[src/rtl/mux8_rr_arbiter_if.sv]
// Handshake bundle between the requesters and the round-robin arbiter.
// The master side drives req/done; the slave side (the arbiter) drives grant state.
interface mux8_rr_arbiter_if;
  logic [7:0] req;
  logic       done;
  logic [7:0] gnt;
  logic [2:0] sel;
  logic       busy;
  logic       preempt;

  modport master (
    output req,
    output done,
    input  gnt,
    input  sel,
    input  busy,
    input  preempt
  );

  modport slave (
    input  req,
    input  done,
    output gnt,
    output sel,
    output busy,
    output preempt
  );
endinterface

[src/rtl/mux8_rr_arbiter.sv]
// Round-robin arbiter for one shared 8:1 mux: the owner keeps the grant until done,
// abandon or a hold-watchdog preemption, with direct handoff to the next requester.
module mux8_rr_arbiter #(
  parameter int MAX_HOLD = 16
) (
  input  logic                clk,
  input  logic                rst,
  mux8_rr_arbiter_if.slave    bus
);

  localparam int HW = (MAX_HOLD > 1) ? $clog2(MAX_HOLD) : 1;
  localparam logic [HW-1:0] HOLD_LAST = (MAX_HOLD > 1) ? HW'(MAX_HOLD - 1) : '0;
  localparam bit WD_EN = (MAX_HOLD > 0);

  typedef enum logic [0:0] {ST_IDLE = 1'b0, ST_GRANT = 1'b1} state_t;

  state_t        r_state;
  state_t        w_state_nxt;
  logic [7:0]    r_gnt;
  logic [7:0]    w_gnt_nxt;
  logic [2:0]    r_sel;
  logic [2:0]    w_sel_nxt;
  logic          r_busy;
  logic          w_busy_nxt;
  logic          r_preempt;
  logic          w_preempt_nxt;
  logic [2:0]    r_ptr;
  logic [2:0]    w_ptr_nxt;
  logic [HW-1:0] r_hold;
  logic [HW-1:0] w_hold_nxt;

  logic [7:0]    w_mask;
  logic          w_wd_fire;
  logic          w_release;
  logic [2:0]    w_pick_idle;
  logic [2:0]    w_pick_hand;

  // First set bit of mask, scanning upward from start and wrapping 7 -> 0.
  function automatic logic [2:0] pick(input logic [2:0] start, input logic [7:0] mask);
    logic [2:0] idx;
    logic       found;
    pick  = start;
    found = 1'b0;
    for (int i = 0; i < 8; i++) begin
      idx = start + 3'(i);
      if (!found && mask[idx]) begin
        pick  = idx;
        found = 1'b1;
      end
    end
  endfunction

  // The owner is always r_sel while granted; its own bit is excluded from handoff.
  assign w_mask      = bus.req & ~(8'h01 << r_sel);
  assign w_pick_idle = pick(r_ptr, bus.req);
  assign w_pick_hand = pick(r_sel + 3'd1, w_mask);
  assign w_wd_fire   = WD_EN && (r_state == ST_GRANT) && (r_hold == HOLD_LAST)
                       && !bus.done && (w_mask != 8'h00);
  assign w_release   = bus.done || !bus.req[r_sel] || w_wd_fire;

  always_comb begin
    w_state_nxt   = r_state;
    w_gnt_nxt     = r_gnt;
    w_sel_nxt     = r_sel;
    w_busy_nxt    = r_busy;
    w_preempt_nxt = 1'b0;
    w_ptr_nxt     = r_ptr;
    w_hold_nxt    = r_hold;
    case (r_state)
      ST_IDLE: begin
        if (bus.req != 8'h00) begin
          w_gnt_nxt   = 8'h01 << w_pick_idle;
          w_sel_nxt   = w_pick_idle;
          w_busy_nxt  = 1'b1;
          w_hold_nxt  = '0;
          w_state_nxt = ST_GRANT;
        end else begin
          w_state_nxt = ST_IDLE;
        end
      end
      ST_GRANT: begin
        if (w_release) begin
          w_ptr_nxt = r_sel + 3'd1;
          if (w_mask != 8'h00) begin
            w_gnt_nxt     = 8'h01 << w_pick_hand;
            w_sel_nxt     = w_pick_hand;
            w_hold_nxt    = '0;
            w_preempt_nxt = w_wd_fire;
          end else begin
            w_gnt_nxt   = 8'h00;
            w_busy_nxt  = 1'b0;
            w_state_nxt = ST_IDLE;
          end
        end else if (r_hold != HOLD_LAST) begin
          w_hold_nxt = r_hold + HW'(1);
        end else begin
          w_hold_nxt = r_hold;
        end
      end
      default: begin
        w_state_nxt = ST_IDLE;
        w_gnt_nxt   = 8'h00;
        w_busy_nxt  = 1'b0;
      end
    endcase
  end

  // Async reset clears the grant immediately, even mid-transaction.
  always_ff @(posedge clk or posedge rst) begin
    if (rst) begin
      r_state   <= ST_IDLE;
      r_gnt     <= 8'h00;
      r_sel     <= 3'd0;
      r_busy    <= 1'b0;
      r_preempt <= 1'b0;
      r_ptr     <= 3'd0;
      r_hold    <= '0;
    end else begin
      r_state   <= w_state_nxt;
      r_gnt     <= w_gnt_nxt;
      r_sel     <= w_sel_nxt;
      r_busy    <= w_busy_nxt;
      r_preempt <= w_preempt_nxt;
      r_ptr     <= w_ptr_nxt;
      r_hold    <= w_hold_nxt;
    end
  end

  assign bus.gnt     = r_gnt;
  assign bus.sel     = r_sel;
  assign bus.busy    = r_busy;
  assign bus.preempt = r_preempt;

endmodule

[src/flat_wrapper.sv]
// flat-port wrapper written by rule: the top's interface ports become plain ports
module mux8_rr_arbiter_flat 
#(
  parameter int MAX_HOLD = 16
)
  (clk, rst, bus_req, bus_done, bus_gnt, bus_sel, bus_busy, bus_preempt);
  mux8_rr_arbiter_if bus_i ();
  input  logic clk;
  input  logic rst;
  input wire logic [$bits(bus_i.req)-1:0] bus_req;
  input wire logic [$bits(bus_i.done)-1:0] bus_done;
  output wire logic [$bits(bus_i.gnt)-1:0] bus_gnt;
  output wire logic [$bits(bus_i.sel)-1:0] bus_sel;
  output wire logic [$bits(bus_i.busy)-1:0] bus_busy;
  output wire logic [$bits(bus_i.preempt)-1:0] bus_preempt;
  assign bus_i.req = bus_req;
  assign bus_i.done = bus_done;
  assign bus_gnt = bus_i.gnt;
  assign bus_sel = bus_i.sel;
  assign bus_busy = bus_i.busy;
  assign bus_preempt = bus_i.preempt;
  mux8_rr_arbiter #(.MAX_HOLD(MAX_HOLD)) u_core (.clk(clk), .rst(rst), .bus(bus_i));
endmodule
[config.mk]
export PLATFORM = sky130hd
export DESIGN_NAME = mux8_rr_arbiter_flat
export DESIGN_NICKNAME = d
export VERILOG_FILES = /design/src/rtl/mux8_rr_arbiter_if.sv /design/src/rtl/mux8_rr_arbiter.sv /design/src/flat_wrapper.sv
export SDC_FILE = /design/constraint.sdc
export NUM_CORES = 1
export LEC_CHECK = 0
export BUFFER_PORTS_ARGS = -buffer_cell sky130_fd_sc_hd__buf_2
export CORE_MARGIN = 10
export CORE_UTILIZATION = 45
export DETAILED_ROUTE_END_ITERATION = 8
export GPL_TIMING_DRIVEN = 0
export PLACE_DENSITY = 0.75
export SYNTH_ARGS = -nofsm -noshare
export SYNTH_HDL_FRONTEND = slang
export SYNTH_SLANG_ARGS = --single-unit
[constraint.sdc]
create_clock -name clk -period 4.79 [get_ports clk]
set_input_delay 1.1975 -clock clk [delete_from_list [all_inputs] [get_ports clk]]
set_output_delay 1.1975 -clock clk [all_outputs]
set_load 0.1 [all_outputs]
==> qor.csv <==
metric,value,unit
outcome,"finished, final reports clean",
drtPass1Iterations,6,
dp_hpwl,6822,um
cp-end-kind,register,
path_class,register to register,
max-slew-margin-rel,45.27,%
syn_area_per_cell,8.457,sq um
clock_latency,0.27,ns
routed_via_density,6.330,
ys_ff_latch,21,
netlist.area_leader.share,16.61,%
dieWidth,103.8,um
setup_violations,0,
critPathMaxFanout,10,
syn-cell-area,3163,sq um
critPathArrivalTime,4.56,ns
cts_sinks,21,
cts_buffers,3,
timing.fmax,227.1,MHz
synth_flop_cell,dfrtp_1,
grt_max_degree,22,
grt_pass1_wl,15070,um
cp-start-kind,register,
root_buffer,clkbuf_8,
grt.overflow.total,0,
clk_pin_slew,0.08,ns
fp.dieH,103.8,um
cts_setup_buffers,0,
ios,24,
cts_buffer_depth,2,
synth-seq-area-share,16.61,%
hold_violations,0,
post-route-period-util,91.93,%
yosys_warnings,0,
hold_buffers,0,
fin_nets,424,
synth_edf_count,0,
maxSlewViolCount,0,
std_cell_rows,30,
max_slew.worst_pin.slew,0.8201,ns
syn2layout_area_growth,8.900,%
cts_tree,done,
grt_usage,15.96,%
drc,0,
wl,8908,um
hp-class,register to register,
htreeDepth,1,
n_antenna_cell,0,
drt_iter0_drc,302,
ant_nets,0,
grt_pass1_vias,3059,
synthTopCellsByArea,"dfrtp_1, mux4_2, mux2i_1",
synth_area_leader_cell,dfrtp_1,
drive_gt1_share,19.95,%
min_period,4.403,ns
rsz0062_at_grt,false,
syn_inst,374,
nFillCells,664,
antenna_found_initial,0,
vias,3146,
synth_cell_types,72,
finalSetupTns,0,ns
clock_skew,0.005683,ns
start_util,46.30,%
drv_cap,0,
syn_nets,396,
required,4.95,ns
numPortBuffers,23,
die-area,10780,sq um
fp.coreArea,6832,sq um
route.detailed.wl_per_inst,17.92,um
synth-async-reset-ratio,100.0,%
gp_congestion,0.9949,
cts_resized,0,
-- critical path, cell delays in order, from the launching register on --
cell and delay [ns]:
dfrtp_1 0.55, buf_6 0.22, buf_2 0.26, inv_1 0.21, ha_1 0.37, buf_2 0.26, mux4_2 0.37, a21boi_1 0.18
a221o_1 0.35, or3_1 0.36, o211a_1 0.23, a21oi_1 0.38, nor2_1 0.19, a221o_1 0.36
-- cell families after synthesis --
logic type	Yosys count	share of synthesized area (%)
and+or+nand+nor	118	19.07
muxes	49	22.47
AOI/OAI and AO/OA	119	27.53
DFF	21	16.61
buffers and inverters	43	6.131
adders and majority gates	11	4.351
xor gates and xnor gates	13	3.837
-- worst paths after layout --
check	depth (start not counted)	startpoint	slack [ns]	endpoint
min in group asynchronous	2	rst	1.07	u_core.bus.gnt[6]$_DFFE_PP0P_
min reg2reg	1	u_core.bus.gnt[0]$_DFFE_PP0P_	0.51	u_core.bus.gnt[0]$_DFFE_PP0P_
max	13	u_core.bus.sel[0]$_DFFE_PP0P_	0.39	u_core.bus.gnt[4]$_DFFE_PP0P_
max reg2reg	13	u_core.bus.sel[0]$_DFFE_PP0P_	0.39	u_core.bus.gnt[4]$_DFFE_PP0P_
min	1	u_core.bus.gnt[0]$_DFFE_PP0P_	0.51	u_core.bus.gnt[0]$_DFFE_PP0P_
max in group asynchronous	2	rst	3.20	u_core.bus.preempt$_DFF_PP0_
-- flip-flops by register name, indices dropped and copies added (netlist names) --
register and flops:
u_core.bus.gnt 8, u_core.r_hold 4, u_core.bus.sel 3, u_core.r_ptr 3, u_core.bus.busy 1, u_core.bus.preempt 1
u_core.r_state 1
-- final cells by class --
class                           count  area [sq um]  area share, %
Multi-Input combinational cell    310          2444          70.94
Clock inverter                      1         5.005         0.1453
Timing Repair Buffer               23         115.1          3.342
Sequential cell                    21         525.5          15.26
Tap cell                           96         120.1          3.487
Inverter                           19         71.32          2.070
Clock buffer                        3         41.29          1.199
Buffer                             24         122.6          3.560
-- through the flow --
stage / instance area [sq um] / util, % / hold slack, ns / std cells / setup slack (ns)
3_5_place_dp: 3398 / 49.74 / 0.4934 / 493 / 0.4130
3_3_place_gp: 3398 / 49.74 / 0.4768 / 493 / 0.4958
6_report: 3445 / 50.42 / 0.5077 / 497 / 0.3866
4_1_cts: 3445 / 50.42 / 0.5111 / 497 / 0.3950
5_1_grt: 3445 / 50.42 / 0.5170 / 497 / 0.05046
2_1_floorplan: 3163 / - / 0.4865 / 374 / 0.4556
-- cell usage in the layout (no fill, tap or decap), drive strengths merged, types with 4 or more instances in the layout --
cell / synthesis / layout
o211ai: 6 / 6
nor3: 9 / 9
a31oi: 4 / 4
a211oi: 8 / 8
mux2: 13 / 13
inv: 17 / 17
xor2: 7 / 7
a21oi: 18 / 18
nor2: 24 / 24
a21boi: 4 / 4
a221o: 4 / 4
ha: 11 / 11
nand2b: 11 / 11
mux2i: 20 / 20
buf: 15 / 38
nand2: 28 / 28
xnor2: 6 / 6
o22ai: 8 / 8
and2: 4 / 4
o31ai: 5 / 5
nor2b: 7 / 7
o21a: 6 / 6
o21ai: 19 / 19
clkbuf: 9 / 12
nand4: 7 / 7
mux4: 16 / 16
dfrtp: 21 / 21
and3: 5 / 5
nand3: 7 / 7
-- synthesized netlist by cell type, drive strengths merged (3+ instances only) --
library cell / count
o21ai: 19
nand4: 7
o211ai: 6
o21bai: 3
a211oi: 8
a21oi: 18
and3: 5
ha: 11
mux4: 16
a21boi: 4
a221o: 4
o22a: 3
nor2: 24
a2111oi: 3
mux2: 13
buf: 15
o22ai: 8
xnor2: 6
or3: 3
o21a: 6
or2: 3
mux2i: 20
nand2b: 11
nor4: 3
nand3: 7
a31oi: 4
xor2: 7
a21o: 3
inv: 17
dfrtp: 21
o31ai: 5
nand2: 28
nor3: 9
clkbuf: 9
and2: 4
o221ai: 3
nor2b: 7
-- layer usage --
metal	share of wire (%)	global-route usage (%)	vias to the layer above
met1	43	20.64	1486
li1	-	-	1494
met4	2.4	5.070	0
met3	5.7	1.859	30
met5	0	0	-
met2	49	26.94	136
Power is not shown: default switching activity piles up to over one toggle a cycle in this logic, so the estimate is an artifact.
